==> src/rtl/uvc_payload_parser.sv <==
// uvc_payload_parser: strips the fixed-length payload header from the UVC byte stream, checks it and rebuilds 16-bit YUYV words.
// Latency: a pixel word appears 1 cycle after its second byte; header fields and HDR_VLD_O appear 1 cycle after the last header byte.
// Backpressure: none. One byte is consumed on every DVAL_I & VS_I cycle, and DVAL_I gaps only stall the parse.
module uvc_payload_parser #(
  parameter int HEADER_LEN   = 12,
  parameter int PAYLOAD_SIZE = 1024,
  parameter int WIDTH        = 640,
  parameter int HEIGHT       = 480
) (
  input  logic        CLK_I,
  input  logic        RST_I,
  input  logic [7:0]  DATA_I,
  input  logic        DVAL_I,
  input  logic        VS_I,
  output logic [15:0] PIX_O,
  output logic        PIX_VLD_O,
  output logic        PIX_SOF_O,
  output logic        FID_O,
  output logic        EOF_SEEN_O,
  output logic [31:0] PTS_O,
  output logic [31:0] SCR_O,
  output logic [10:0] SOFCNT_O,
  output logic        HDR_VLD_O,
  output logic        FRAME_DONE_O,
  output logic [3:0]  ERR_O
);

  // Byte index within a payload; it always fits below PAYLOAD_SIZE.
  localparam int              PCW         = (PAYLOAD_SIZE > 2) ? $clog2(PAYLOAD_SIZE) : 1;
  localparam logic [31:0]     FRAME_BYTES = 32'(WIDTH * HEIGHT * 2);
  localparam logic [PCW-1:0]  HDR_LAST    = PCW'(HEADER_LEN - 1);
  localparam logic [PCW-1:0]  PAY_LAST    = PCW'(PAYLOAD_SIZE - 1);
  localparam logic [7:0]      HLEN_BYTE   = 8'(HEADER_LEN);

  typedef enum logic [1:0] {
    ST_IDLE = 2'd0,
    ST_HDR  = 2'd1,
    ST_DATA = 2'd2
  } state_t;

  state_t          state_q, state_d;
  logic [PCW-1:0]  pkt_cnt_q, pkt_cnt_d;
  logic [31:0]     data_cnt_q, data_cnt_d;
  logic            vs_q;

  // Header bytes 2..10 are held until byte 11 arrives, so that all fields update together.
  logic [7:0]      hdr_q [2:10];
  logic            fid_q, eof_seen_q, first_pkt_q;
  logic            prev_fid_q, prev_vld_q;
  logic [31:0]     pts_q, scr_q;
  logic [10:0]     sofcnt_q;
  logic            hdr_vld_q, frame_done_q;
  logic [3:0]      err_q;

  logic [7:0]      hi_byte_q;
  logic [15:0]     pix_q;
  logic            pix_vld_q, pix_sof_q, first_word_q;

  logic            acc, vs_rise, vs_fall;
  logic            frame_start, frame_end, hdr_byte, data_byte;

  // Bytes count only inside the frame window. A byte that arrives on the falling-edge cycle is therefore dropped.
  assign acc         = DVAL_I & VS_I;
  assign vs_rise     = VS_I & ~vs_q;
  assign vs_fall     = ~VS_I & vs_q;
  assign frame_start = (state_q == ST_IDLE) & vs_rise;
  assign frame_end   = (state_q != ST_IDLE) & vs_fall;
  assign hdr_byte    = (state_q == ST_HDR) & acc;
  assign data_byte   = (state_q == ST_DATA) & acc;

  // Next state and the payload/data byte counters.
  always_comb begin
    state_d    = state_q;
    pkt_cnt_d  = pkt_cnt_q;
    data_cnt_d = data_cnt_q;
    case (state_q)
      ST_IDLE: begin
        if (vs_rise) begin
          state_d    = ST_HDR;
          pkt_cnt_d  = '0;
          data_cnt_d = '0;
        end
      end
      ST_HDR: begin
        if (vs_fall) begin
          state_d = ST_IDLE;
        end else if (acc) begin
          pkt_cnt_d = pkt_cnt_q + PCW'(1);
          if (pkt_cnt_q == HDR_LAST) state_d = ST_DATA;
        end
      end
      ST_DATA: begin
        if (vs_fall) begin
          state_d = ST_IDLE;
        end else if (acc) begin
          if (data_cnt_q != 32'hFFFF_FFFF) data_cnt_d = data_cnt_q + 32'd1;
          if (pkt_cnt_q == PAY_LAST) begin
            state_d   = ST_HDR;
            pkt_cnt_d = '0;
          end else begin
            pkt_cnt_d = pkt_cnt_q + PCW'(1);
          end
        end
      end
      default: state_d = ST_IDLE;
    endcase
  end

  // State, counters and the VS edge detector. vs_q comes out of reset high, so a reset taken
  // while VS_I is high does not produce a false rise. Parsing resumes only after a real low-to-high edge.
  always_ff @(posedge CLK_I or posedge RST_I) begin
    if (RST_I) begin
      state_q    <= ST_IDLE;
      pkt_cnt_q  <= '0;
      data_cnt_q <= '0;
      vs_q       <= 1'b1;
    end else begin
      state_q    <= state_d;
      pkt_cnt_q  <= pkt_cnt_d;
      data_cnt_q <= data_cnt_d;
      vs_q       <= VS_I;
    end
  end

  // Header capture and checks, per-frame error/EOF flags, and the frame-done bookkeeping.
  always_ff @(posedge CLK_I or posedge RST_I) begin
    if (RST_I) begin
      for (int i = 2; i <= 10; i++) hdr_q[i] <= '0;
      fid_q        <= 1'b0;
      eof_seen_q   <= 1'b0;
      first_pkt_q  <= 1'b0;
      prev_fid_q   <= 1'b0;
      prev_vld_q   <= 1'b0;
      pts_q        <= '0;
      scr_q        <= '0;
      sofcnt_q     <= '0;
      hdr_vld_q    <= 1'b0;
      frame_done_q <= 1'b0;
      err_q        <= '0;
    end else begin
      hdr_vld_q    <= 1'b0;
      frame_done_q <= 1'b0;

      if (frame_start) begin
        err_q       <= '0;
        eof_seen_q  <= 1'b0;
        first_pkt_q <= 1'b1;
      end

      if (hdr_byte) begin
        for (int i = 2; i <= 10; i++) begin
          if (pkt_cnt_q == PCW'(i)) hdr_q[i] <= DATA_I;
        end
        if ((pkt_cnt_q == '0) && (DATA_I != HLEN_BYTE)) err_q[0] <= 1'b1;
        if (pkt_cnt_q == PCW'(1)) begin
          fid_q <= DATA_I[0];
          // The first header is checked against the previous frame's FID. Later headers are checked against the FID already latched.
          if (!first_pkt_q && (DATA_I[0] != fid_q)) err_q[1] <= 1'b1;
          if (first_pkt_q && prev_vld_q && (DATA_I[0] == prev_fid_q)) err_q[2] <= 1'b1;
          if (DATA_I[1]) eof_seen_q <= 1'b1;
        end
        // Fields are published even when this header failed the length check.
        if (pkt_cnt_q == HDR_LAST) begin
          pts_q       <= {hdr_q[5], hdr_q[4], hdr_q[3], hdr_q[2]};
          scr_q       <= {hdr_q[9], hdr_q[8], hdr_q[7], hdr_q[6]};
          sofcnt_q    <= {DATA_I[2:0], hdr_q[10]};
          hdr_vld_q   <= 1'b1;
          first_pkt_q <= 1'b0;
        end
      end

      if (frame_end) begin
        frame_done_q <= 1'b1;
        if (data_cnt_q != FRAME_BYTES) err_q[3] <= 1'b1;
        prev_fid_q   <= fid_q;
        prev_vld_q   <= 1'b1;
      end
    end
  end

  // Pixel rebuild. Even payload index is the high byte and odd is the low byte. A high byte still pending at frame end is discarded.
  always_ff @(posedge CLK_I or posedge RST_I) begin
    if (RST_I) begin
      hi_byte_q    <= '0;
      pix_q        <= '0;
      pix_vld_q    <= 1'b0;
      pix_sof_q    <= 1'b0;
      first_word_q <= 1'b0;
    end else begin
      pix_vld_q <= 1'b0;
      pix_sof_q <= 1'b0;
      if (frame_start) first_word_q <= 1'b1;
      if (data_byte) begin
        if (!pkt_cnt_q[0]) begin
          hi_byte_q <= DATA_I;
        end else begin
          pix_q        <= {hi_byte_q, DATA_I};
          pix_vld_q    <= 1'b1;
          pix_sof_q    <= first_word_q;
          first_word_q <= 1'b0;
        end
      end
    end
  end

  assign PIX_O        = pix_q;
  assign PIX_VLD_O    = pix_vld_q;
  assign PIX_SOF_O    = pix_sof_q;
  assign FID_O        = fid_q;
  assign EOF_SEEN_O   = eof_seen_q;
  assign PTS_O        = pts_q;
  assign SCR_O        = scr_q;
  assign SOFCNT_O     = sofcnt_q;
  assign HDR_VLD_O    = hdr_vld_q;
  assign FRAME_DONE_O = frame_done_q;
  assign ERR_O        = err_q;

endmodule

==> config.mk <==
export PLATFORM = sky130hd
export DESIGN_NAME = uvc_payload_parser
export DESIGN_NICKNAME = d
export VERILOG_FILES = /design/src/rtl/uvc_payload_parser.sv
export SDC_FILE = /design/constraint.sdc
export NUM_CORES = 1
export LEC_CHECK = 0
export CORE_MARGIN = 2
export CORE_UTILIZATION = 35
export CTS_BUF_LIST = sky130_fd_sc_hd__clkbuf_8
export DETAILED_ROUTE_END_ITERATION = 12
export GPL_ROUTABILITY_DRIVEN = 1
export REMOVE_ABC_BUFFERS = 1
export SLEW_MARGIN = 30
export SYNTH_ARGS = -nofsm -noshare
export SYNTH_HDL_FRONTEND = slang
export SYNTH_SLANG_ARGS = --single-unit
==> constraint.sdc <==
create_clock -name CLK_I -period 9.73 [get_ports CLK_I]
set_input_delay 1.946 -clock CLK_I [delete_from_list [all_inputs] [get_ports CLK_I]]
set_output_delay 1.946 -clock CLK_I [all_outputs]
set_load 0.005 [all_outputs]
==> impl_metrics.json <==
{
  "status": "complete, no violations",
  "post_drt_wl_per_cell_microns": 17.1,
  "synth-seq-cells": 230,
  "syn-cell-area_sq_um": 9910,
  "final_nets": 946,
  "cts_buffer_depth": 3,
  "crit_end": "hdr_q[56]$_DFFE_PP0P_",
  "internal_power_mw": 1.72,
  "cts.sinks": 230,
  "critPathKind": "in2reg",
  "synth_top_cell_area_share_pct": 57.8,
  "place_hpwl_mm": 14.3,
  "seq_power_share_pct": 48.3,
  "core_sq_um": 27900,
  "drv_slew": 0,
  "htree_levels": 2,
  "drt-pass1-iter-count": 6,
  "ant_nets": 0,
  "ctsHoldBuffers": 0,
  "wl_met2_mm": 10.2,
  "num_vias": 6745,
  "rr_startpoint": "pkt_cnt_q[5]$_DFFE_PP0P_",
  "worstPathMaxFanout": 8,
  "ys.flop_type": "dfrtp_1",
  "ctsResizeCount": 0,
  "yosysSeqAreaShare_pct": 58.1,
  "cp-startpoint": "VS_I",
  "die_w_microns": 172,
  "cts_buffers": 40,
  "async_flop_share_pct": 100,
  "r2r_slack_ns": 6.86,
  "clkTransAtPathRegs_ns": 0.06,
  "dr.max_layer_used": "met4",
  "p_comb_share_pct": 17.4,
  "power.density_nw_per_um2": 200,
  "synthCells": 810,
  "dr_wl_met3_mm": 1.27,
  "rr_worst_depth": 5,
  "crit_required_ns": 10.12,
  "synth_area_leaders": "dfrtp_1 58%, mux2_2 15%, nand2_1 3.4%, mux2_1 3.3%, o21ai_0 1.8%",
  "grt_pass1_wl_mm": 36.2,
  "drive_gt1_share_pct": 20.9,
  "endpoint_kind": "register",
  "first_global_vias": 6434,
  "rsz0062_at_grt": "false",
  "syn_area_per_cell_sq_um": 12.2,
  "max_clock_freq_mhz": 248,
  "power_leakage_nw": 5.69,
  "io_pins": 113,
  "min_period_over_period_pct": 41.5,
  "fin_cells": 1324,
  "yosys_warnings": 0,
  "port_buffers": 112,
  "sw_frac_of_total_pct": 29.1,
  "peakVddDrop_mv": 0.0741,
  "power_frac_clock_pct": 34.3,
  "worst_pin_slew_ns": 0.972,
  "drc": 0,
  "crit_arrival_ns": 4.42,
  "slowest_stage": "clkdlybuf4s50_1",
  "setup_viol": 0,
  "wl_mm": 22.7,
  "synth_edf_count": 0,
  "grt_max_degree": 151,
  "maxCapViolCount": 0,
  "die-area_sq_um": 29700,
  "net-switching-power_mw": 0.707,
  "via_per_inst": 5.09,
  "tns_ns": 0,
  "antenna_cells": 0,
  "hold_viol": 0,
  "synth.distinct_cells": 55,
  "synth_top_cell_by_area": "dfrtp_1",
  "skew_ns": 0.0245,
  "wl_met1_mm": 10.9,
  "cp_cell_sequence": "clkdlybuf4s50_1, nand4bb_1, or3_4, nor3_1, and2_1, mux2_2",
  "worst_path_largest_cell_delay_ns": 0.61,
  "die_h_microns": 172,
  "gp_congestion": 0.805,
  "antenna_found_initial": 0,
  "area.growth.synth_to_final_pct": 22.6,
  "final.min_clock_period_ns": 4.03,
  "overflow": 0,
  "min-delay-path-class": "reg2reg",
  "insertion_delay_ns": 0.52,
  "first_iter_violations": 509,
  "placed_cells": 1259,
  "r2r_end": "hdr_q[56]$_DFFE_PP0P_",
  "cts_setup_buffers": 0,
  "grt_usage_pct": 15.5,
  "cts_root_buffer": "clkbuf_8",
  "cts_tree": "built",
  "start_util_pct": 35.6,
  "critPathLaunchType": "input port",
  "num_rows": 61,
  "max_slew_margin_pct": 35.1
}
metal layers:
metal | vias to the layer above | global-route usage [%]
met3 | 31 | 3.09
met2 | 176 | 24.1
met4 | 0 | 3.95
met1 | 3385 | 22.2
li1 | 3153 | -
met5 | - | 0
critical path, delay by kind of cell:
kind,cells,cell delay (ns)
simple gates,4,1.47
mux,1,0.39
buf+inv,1,0.61
cell usage after synthesis, types with 3 or more instances:
cell type / count
nand4_1: 25
mux2i_1: 3
buf_4: 4
a21oi_1: 5
nor2_1: 19
clkbuf_1: 40
nor3_1: 13
a41oi_1: 4
a31oi_1: 5
nand3_1: 26
nand3b_1: 5
dfrtp_1: 229
and2_1: 8
or3_1: 6
or2_2: 4
or4_1: 4
mux2_2: 128
o31ai_1: 13
nor4_1: 12
and3_1: 10
mux2_1: 29
o211ai_1: 12
a22o_1: 5
nand2_1: 89
ha_1: 11
inv_1: 17
o41ai_1: 3
nand2b_1: 8
a211o_1: 3
o2bb2ai_1: 4
o21ai_0: 35
metrics by stage:
step                      setup slack (ns)  hold WS (ns)  power [mW]  utilization (%)  area (sq um)
after floorplan                       1.48         0.433        1.42                -          9720
after global placement                4.99         0.448        1.60             40.8         11400
after detailed placement              5.18         0.449        1.62             40.9         11400
after CTS                             5.70         0.455        2.46             43.6         12100
after global routing                  5.52         0.483        2.57             43.6         12100
final                                 5.70         0.452        2.43             43.6         12100
power groups by stage:
stage	Clock [mW]	Sequential (mW)	Combinational, mW
2_1_floorplan	0	1.17	0.258
3_3_place_gp	0	1.19	0.417
3_5_place_dp	0	1.19	0.427
4_1_cts	0.857	1.17	0.428
5_1_grt	0.904	1.19	0.471
6_report	0.833	1.17	0.423
cell type report:
cell class	instances	area (sq um)
Clock buffer	49	674
Inverter	18	80.1
Tap cell	378	473
Sequential cell	230	5760
Clock inverter	16	75.1
Timing Repair Buffer	117	1160
Multi-Input combinational cell	516	3920
Fill cell	2632	15700
state kept, by name (all words and copies together), names as in the netlist, 2 cells and up:
signal / cells
hdr_q: 72
SOFCNT_O: 11
data_cnt_q: 32
PIX_O: 16
pkt_cnt_q: 10
PTS_O: 32
hi_byte_q: 8
ERR_O: 4
state_q: 2
SCR_O: 32
worst min-delay path by stage:
stage	start	endpoint	slack, ns	depth (start not counted)
finish	hdr_q[30]$_DFFE_PP0P_	SCR_O[14]$_DFFE_PP0P_	0.45	1
global placement	hi_byte_q[2]$_DFFE_PP0P_	PIX_O[10]$_DFFE_PP0P_	0.45	2
detailed placement	hi_byte_q[2]$_DFFE_PP0P_	PIX_O[10]$_DFFE_PP0P_	0.45	2
floorplan	hi_byte_q[2]$_DFFE_PP0P_	PIX_O[10]$_DFFE_PP0P_	0.43	2
CTS	hdr_q[30]$_DFFE_PP0P_	SCR_O[14]$_DFFE_PP0P_	0.45	1
global route	hdr_q[30]$_DFFE_PP0P_	SCR_O[14]$_DFFE_PP0P_	0.48	1
layout by cell type, fill, tap and decap left out, drive strengths merged, types with 5 or more instances in the layout:
master	n
nand4	25
nand3b	5
clkdlybuf4s50	112
nand2b	8
and2	8
o31ai	13
nor3	13
o21ai	36
nor4	12
clkbuf	49
nor2	19
dfrtp	229
and3	10
a31oi	5
mux2	157
or3	7
nand3	26
nand2	90
ha	11
buf	5
a22o	5
inv	29
o211ai	12
a21oi	5
logic make-up after synthesis:
family          after synthesis  synth area share [%]
mux                         160                  18.1
buf+inv                      64                  2.60
flops                       230                  58.1
simple gates                241                  12.6
fa+ha+maj                    11                  1.39
xor+xnor                      2                 0.177
compound gates              102                  7.02
Note: power is estimated with default switching activity, not from simulation.
